### src/rtl/vga_rx_timing.sv
// vga_rx_timing: recovers 800x600 VGA timing from sampled HS/VS/RGB444 and emits active-area pixels once locked.
// Define VGA_RX_MEASURE_EN to add the oLineLen/oFrameLines measurement ports.
module vga_rx_timing #(
  parameter int C_H_SYNC_PULSE  = 128,
  parameter int C_H_BACK_PORCH  = 88,
  parameter int C_H_ACTIVE_TIME = 800,
  parameter int C_H_FRONT_PORCH = 40,
  parameter int C_V_SYNC_PULSE  = 4,
  parameter int C_V_BACK_PORCH  = 23,
  parameter int C_V_ACTIVE_TIME = 600,
  parameter int C_V_FRONT_PORCH = 1,
  parameter int C_LOCK_FRAMES   = 2
) (
  input  logic        clkVga,
  input  logic        iRstN,
  input  logic        iHs,
  input  logic        iVs,
  input  logic [3:0]  iRed,
  input  logic [3:0]  iGreen,
  input  logic [3:0]  iBlue,
  output logic        oPixValid,
  output logic [9:0]  oPixX,
  output logic [9:0]  oPixY,
  output logic [11:0] oPixData,
  output logic        oFrameStart,
  output logic        oLocked,
  output logic        oSyncErr
`ifdef VGA_RX_MEASURE_EN
  ,
  output logic [10:0] oLineLen,
  output logic [10:0] oFrameLines
`endif
);
  localparam int C_H_TOTAL = C_H_SYNC_PULSE + C_H_BACK_PORCH + C_H_ACTIVE_TIME + C_H_FRONT_PORCH;
  localparam int C_V_TOTAL = C_V_SYNC_PULSE + C_V_BACK_PORCH + C_V_ACTIVE_TIME + C_V_FRONT_PORCH;
  localparam int GW = $clog2(C_LOCK_FRAMES + 1);
  localparam logic [10:0] H_END   = 11'(C_H_TOTAL - 1);
  localparam logic [10:0] V_END   = 11'(C_V_TOTAL - 1);
  localparam logic [10:0] H_FIRST = 11'(C_H_SYNC_PULSE + C_H_BACK_PORCH);
  localparam logic [10:0] H_LAST  = 11'(C_H_SYNC_PULSE + C_H_BACK_PORCH + C_H_ACTIVE_TIME - 1);
  localparam logic [10:0] V_FIRST = 11'(C_V_SYNC_PULSE + C_V_BACK_PORCH);
  localparam logic [10:0] V_LAST  = 11'(C_V_SYNC_PULSE + C_V_BACK_PORCH + C_V_ACTIVE_TIME - 1);

  typedef enum logic [1:0] {SEARCH, ALIGN, LOCKED} state_t;
  state_t state_q, state_d;

  logic        s1_hs_q, s1_vs_q, s2_hs_q, s2_vs_q;
  logic [11:0] s1_rgb_q;
  logic [10:0] h_cnt_q, h_cnt_d, v_line_q, v_line_d;
  logic        vpend_q, vpend_d, line_bad_q, line_bad_d, armed_q, armed_d;
  logic [GW-1:0] good_q, good_d;
  logic        pix_valid_q, pix_valid_d, frame_start_q, frame_start_d, sync_err_q, sync_err_d;
  logic [9:0]  pix_x_q, pix_x_d, pix_y_q, pix_y_d;
  logic [11:0] pix_data_q, pix_data_d;
  logic        hs_fall, vs_fall, v_rst, line_err, frame_ok, lock_err, act;

  // armed_q skips the length check on the first HS fall after reset or loss of lock
  always_comb begin
    hs_fall    = s2_hs_q & ~s1_hs_q;
    vs_fall    = s2_vs_q & ~s1_vs_q;
    v_rst      = hs_fall & (vpend_q | vs_fall);
    line_err   = hs_fall & armed_q & (h_cnt_q != H_END);
    frame_ok   = (v_line_q == V_END) & ~line_bad_q & ~line_err;
    lock_err   = (state_q == LOCKED) & (line_err | (v_rst & ~frame_ok));
    h_cnt_d    = hs_fall ? '0 : (&h_cnt_q) ? h_cnt_q : h_cnt_q + 11'd1;
    v_line_d   = v_rst ? '0 : (hs_fall & ~&v_line_q) ? v_line_q + 11'd1 : v_line_q;
    vpend_d    = ~hs_fall & (vs_fall | vpend_q);
    line_bad_d = ~v_rst & (line_err | line_bad_q);
    armed_d    = ~lock_err & (hs_fall | armed_q);
  end

  always_ff @(posedge clkVga or negedge iRstN)
    if (!iRstN) state_q <= SEARCH;
    else        state_q <= state_d;

  always_comb begin
    state_d = state_q;
    good_d  = good_q;
    if (state_q == SEARCH && v_rst) begin
      state_d = ALIGN;
      good_d  = '0;
    end else if (state_q == ALIGN && v_rst) begin
      good_d = frame_ok ? good_q + GW'(1) : '0;
      if (frame_ok && int'(good_q) + 1 >= C_LOCK_FRAMES) state_d = LOCKED;
    end else if (lock_err) begin
      state_d = SEARCH;
    end
  end

  // outputs look at next-state counters so pins reach the outputs after two edges
  always_comb begin
    act           = (state_d == LOCKED) && h_cnt_d >= H_FIRST && h_cnt_d <= H_LAST &&
                    v_line_d >= V_FIRST && v_line_d <= V_LAST;
    pix_valid_d   = act;
    pix_x_d       = act ? 10'(h_cnt_d - H_FIRST) : pix_x_q;
    pix_y_d       = act ? 10'(v_line_d - V_FIRST) : pix_y_q;
    pix_data_d    = act ? s1_rgb_q : pix_data_q;
    frame_start_d = act & (h_cnt_d == H_FIRST) & (v_line_d == V_FIRST);
    sync_err_d    = lock_err;
  end

  always_ff @(posedge clkVga or negedge iRstN)
    if (!iRstN) begin
      {s1_hs_q, s1_vs_q, s2_hs_q, s2_vs_q} <= '0;
      s1_rgb_q      <= '0;
      h_cnt_q       <= '0;
      v_line_q      <= '0;
      vpend_q       <= 1'b0;
      line_bad_q    <= 1'b0;
      armed_q       <= 1'b0;
      good_q        <= '0;
      pix_valid_q   <= 1'b0;
      pix_x_q       <= '0;
      pix_y_q       <= '0;
      pix_data_q    <= '0;
      frame_start_q <= 1'b0;
      sync_err_q    <= 1'b0;
    end else begin
      {s1_hs_q, s1_vs_q} <= {iHs, iVs};
      {s2_hs_q, s2_vs_q} <= {s1_hs_q, s1_vs_q};
      s1_rgb_q      <= {iBlue, iGreen, iRed};
      h_cnt_q       <= h_cnt_d;
      v_line_q      <= v_line_d;
      vpend_q       <= vpend_d;
      line_bad_q    <= line_bad_d;
      armed_q       <= armed_d;
      good_q        <= good_d;
      pix_valid_q   <= pix_valid_d;
      pix_x_q       <= pix_x_d;
      pix_y_q       <= pix_y_d;
      pix_data_q    <= pix_data_d;
      frame_start_q <= frame_start_d;
      sync_err_q    <= sync_err_d;
    end

  assign oPixValid   = pix_valid_q;
  assign oPixX       = pix_x_q;
  assign oPixY       = pix_y_q;
  assign oPixData    = pix_data_q;
  assign oFrameStart = frame_start_q;
  assign oSyncErr    = sync_err_q;
  assign oLocked     = state_q == LOCKED;

`ifdef VGA_RX_MEASURE_EN
  logic        h_seen_q, v_seen_q;
  logic [10:0] line_len_q, frame_lines_q;

  always_ff @(posedge clkVga or negedge iRstN)
    if (!iRstN) begin
      h_seen_q      <= 1'b0;
      v_seen_q      <= 1'b0;
      line_len_q    <= '0;
      frame_lines_q <= '0;
    end else begin
      h_seen_q <= h_seen_q | hs_fall;
      v_seen_q <= v_seen_q | v_rst;
      if (hs_fall && h_seen_q) line_len_q <= (&h_cnt_q) ? h_cnt_q : h_cnt_q + 11'd1;
      if (v_rst && v_seen_q) frame_lines_q <= (&v_line_q) ? v_line_q : v_line_q + 11'd1;
    end

  assign oLineLen    = line_len_q;
  assign oFrameLines = frame_lines_q;
`endif
endmodule

### config.mk
export PLATFORM = sky130hd
export DESIGN_NAME = vga_rx_timing
export DESIGN_NICKNAME = d
export VERILOG_FILES = /design/src/rtl/vga_rx_timing.sv
export SDC_FILE = /design/constraint.sdc
export NUM_CORES = 1
export LEC_CHECK = 0
export ABC_AREA = 1
export CORE_MARGIN = 2
export CORE_UTILIZATION = 45
export DETAILED_ROUTE_END_ITERATION = 12
export PLACE_DENSITY = 0.69
export SYNTH_ARGS = -nofsm -noshare
export SYNTH_HDL_FRONTEND = slang
export SYNTH_SLANG_ARGS = --single-unit
### constraint.sdc
create_clock -name clkVga -period 2.8 [get_ports clkVga]
set_input_delay 0.56 -clock clkVga [delete_from_list [all_inputs] [get_ports clkVga]]
set_output_delay 0.56 -clock clkVga [all_outputs]
set_load 0.01 [all_outputs]
==> results.cfg <==
[sta]
final_setup_violation_count = 0
timing.final.crit_period_ns = 2.624
maxClockFrequency_mhz = 381.2
final_hold_violations = 0
max_slew_margin = 0.5499
final_worst_clock_skew_ns = 0.01140
setup_tns_ns = 0
timing_worst_slew_pin_value_ns = 0.6751
final_min_period_over_clock_period = 0.9370
final_max_slew_viol_count = 0

[logic_synthesis]
synth_edf_count = 0
netlist-cell-type-count = 34
netlist.top_cell.by_area = sky130_fd_sc_hd__dfrtp_1
netlist_instances = 562
synth_sequential_area_ratio = 0.4564
synthFlopType = sky130_fd_sc_hd__dfrtp_1
synth.yosys.warnings = 0
synthTopCellsByArea = sky130_fd_sc_hd__dfrtp_1 46%, sky130_fd_sc_hd__nand2_1 16%, sky130_fd_sc_hd__nand4_1 6.1%
syn_area_mm2 = 0.004387
async_flop_share = 1.000
synth_largest_type_area_fraction = 0.4564
avgSynthCellArea_um2 = 7.806
flops_latches_synth = 80
synth_nets = 585

[floorplan]
die_width_um = 102.7
design.portCount = 52
start_util = 0.4572
floorplan.die.height_um = 102.7
num_rows = 36
design.die.area_mm2 = 0.01055
core-area_mm2 = 0.009594

[setup_path]
worst-path-max-fanout = 16
worst-r2r-setup-slack_ns = 0.18
cp.arrival_ns = 2.89
timing.critical_path.to_type = register
timing.critical_path.from_type = register
criticalPathCategory = reg2reg
required_ns = 3.06

[detailed_routing]
route.vias.total = 3931
wire_length_reported_by_the_detailed_router_um = 10510
drt_first_iter_violations = 239
avgViaCountPerCell = 5.059
route.detailed.drc = 0
count_of_nets_left_with_antenna_violations_after_detail_routing = 0
dr.pass1.iters = 6
route.detailed.wl_per_inst_um = 13.53

[clock_network]
cts.root.buffer_cell = sky130_fd_sc_hd__clkbuf_8
cts_htree_levels = 3
tritoncts_num_sinks = 80
clock_path_buffers = 2
clk_latency_ns = 0.36
cts.clk_slew.worst_paths_ns = 0.09
cts_tree = yes
cts-buffers-inserted = 9

[grt]
grt_pass1_vias = 3739
gr_overflow_total = 0
global_route.usage.total = 0.2074
grt_max_degree = 54
antenna_violations_before_repair = 0
global_route_wire_length_before_repair_um = 17110

[final_layout]
final_nets = 662
stdcell_count = 777
insertedDiodeCount = 0
syn2layout_area_growth_pct = 25.78
postLayoutCoreUtil = 0.5751
post_route_cells_drive_above_1_share = 0.1661
nFillCells = 876

[placement]
hpwlAfterDp_um = 7387
portBuffers = 51
finalWeightedCongestion = 0.9678
placed_cells_incl_taps = 752

[power]
leakage_power_uw = 0.002867
power.switching_uw = 891.1
share_clk_of_total_power = 0.327
max-vdd-ir-drop_mv = 0.2965
internal-power_uw = 1884
power.switching_fraction = 0.3211
cellPowerDensity_mw_per_mm2 = 502.9
p_seq_frac = 0.461
power_frac_comb = 0.212

[run]
max_cap_viol_count = 0

[hold_path]
holdCritPathClass = in2async

[outcome]
status = complete, no violations
## area by class of cell
cell class	instances	area (um^2)	share of cell area
repair buffers	82	820.8	0.1488
clock inverters	7	87.58	0.01587
multi-input cells	393	2043	0.3703
inverters	73	274.0	0.04966
clock buffers	9	123.9	0.02245
well taps	133	166.4	0.03016
flip-flops and latches	80	2002	0.3628
## placed cells by master (no fill, tap or decap), types with 2 or more instances in the layout
cell type	netlist	layout
sky130_fd_sc_hd__clkinvlp_4	0	2
sky130_fd_sc_hd__nor2_1	41	38
sky130_fd_sc_hd__ha_2	0	2
sky130_fd_sc_hd__nand2_4	2	2
sky130_fd_sc_hd__inv_2	7	8
sky130_fd_sc_hd__dfrtp_1	80	80
sky130_fd_sc_hd__o21ai_0	5	5
sky130_fd_sc_hd__ha_1	7	5
sky130_fd_sc_hd__a21oi_4	2	2
sky130_fd_sc_hd__nor2_2	3	5
sky130_fd_sc_hd__xor2_1	7	7
sky130_fd_sc_hd__nand4_1	43	43
sky130_fd_sc_hd__nand3_1	43	41
sky130_fd_sc_hd__inv_1	65	64
sky130_fd_sc_hd__clkdlybuf4s50_1	0	50
sky130_fd_sc_hd__nand3_2	1	3
sky130_fd_sc_hd__nand2_1	184	182
sky130_fd_sc_hd__nand2_2	19	21
sky130_fd_sc_hd__buf_12	0	5
sky130_fd_sc_hd__nor3_1	6	6
sky130_fd_sc_hd__buf_4	1	26
sky130_fd_sc_hd__nand3b_1	2	2
sky130_fd_sc_hd__nand3_4	3	3
sky130_fd_sc_hd__a21oi_1	8	7
sky130_fd_sc_hd__clkbuf_8	0	9
sky130_fd_sc_hd__nor2_4	9	10
sky130_fd_sc_hd__inv_6	0	3
## cell families after synthesis
group / synth area share
AND/OR/NAND/NOR: 0.3899
buffers and inverters: 0.08614
flip-flops: 0.4564
AO/OA/AOI/OAI: 0.03166
XOR/XNOR: 0.01597
adder cells (fa/ha/maj): 0.01996
## power groups by stage
stage / registers, uW / logic (uW) / clock network [uW]
after global placement: 1300 / 543 / 0
after floorplan: 1300 / 368 / 0
after detailed placement: 1300 / 556 / 0
final: 1280 / 589 / 907
after CTS: 1280 / 559 / 931
after global routing: 1290 / 668 / 987
## per-layer routing
layer,wire [um],vias to the layer above,track usage
met3,371,23,0.04542
met1,4603,1864,0.2671
met5,0,-,0
li1,-,1950,-
met2,5319,94,0.3474
met4,216,0,0.07186
## flip-flops by register name, indices dropped and copies added, names as in the netlist, 2 cells and up
signal and cells:
oPixData 12, s1_rgb_q 12, h_cnt_q 11, v_line_q 11, oPixX 10, oPixY 10
good_q 2, state_q 2
## Yosys cell counts (8+ instances only)
master	number
sky130_fd_sc_hd__nor2_4	9
sky130_fd_sc_hd__nand2_2	19
sky130_fd_sc_hd__nand3_1	43
sky130_fd_sc_hd__inv_1	65
sky130_fd_sc_hd__nor2_1	41
sky130_fd_sc_hd__dfrtp_1	80
sky130_fd_sc_hd__buf_2	11
sky130_fd_sc_hd__nand2_1	184
sky130_fd_sc_hd__a21oi_1	8
sky130_fd_sc_hd__nand4_1	43
## final timing paths
check | startpoint | to | cells after the start
min in group clkVga | s1_vs_q$_DFF_PN0_ | s2_vs_q$_DFF_PN0_ | 0
min reg2reg | s1_vs_q$_DFF_PN0_ | s2_vs_q$_DFF_PN0_ | 0
max in group asynchronous | iRstN | v_line_q[9]$_DFF_PN0_ | 2
max reg2reg | v_line_q[0]$_DFF_PN0_ | oPixData[11]$_DFFE_PN0P_ | 19
max | v_line_q[0]$_DFF_PN0_ | oPixData[11]$_DFFE_PN0P_ | 19
min | iRstN | oPixX[2]$_DFFE_PN0P_ | 1
## stage by stage
stage | power [uW] | instance area, um^2 | worst slack, ns | hold WS, ns
finish | 2775 | 5518 | 0.1764 | 0.2126
global route | 2943 | 5518 | -0.009380 | 0.2603
detailed placement | 1858 | 5185 | -0.01426 | 0.3617
CTS | 2769 | 5404 | 0.06113 | 0.2458
floorplan | 1665 | 4387 | 0.1706 | 0.2644
global placement | 1842 | 5185 | 0.01879 | 0.3736
## repair_timing
item | in CTS | in global routing
hold buffers | 0 | 0
pin swaps | 1 | 3
setup buffers | 1 | 7
gates cloned | 0 | 1
hold endpoints to repair | 0 | 0
resized for setup | 0 | 12
setup endpoints to repair | 32 | 34
## critical path, cell delays in order (launching register included)
cell and delay (ns):
sky130_fd_sc_hd__dfrtp_1 0.38, sky130_fd_sc_hd__ha_2 0.20, sky130_fd_sc_hd__nand2_2 0.07, sky130_fd_sc_hd__nor2_4 0.11
sky130_fd_sc_hd__nand3_4 0.10, sky130_fd_sc_hd__buf_4 0.18, sky130_fd_sc_hd__nand3_1 0.08, sky130_fd_sc_hd__nand3_2 0.09
sky130_fd_sc_hd__inv_2 0.08, sky130_fd_sc_hd__ha_2 0.19, sky130_fd_sc_hd__inv_1 0.06, sky130_fd_sc_hd__nor2_2 0.13
sky130_fd_sc_hd__nand2_1 0.09, sky130_fd_sc_hd__nor2_2 0.12, sky130_fd_sc_hd__nand3_2 0.10, sky130_fd_sc_hd__nand2_4 0.11
sky130_fd_sc_hd__nand3_4 0.10, sky130_fd_sc_hd__clkbuf_16 0.20, sky130_fd_sc_hd__nand2_1 0.07, sky130_fd_sc_hd__nand2_1 0.05
No activity file was read; power rests on OpenSTA's default activity.
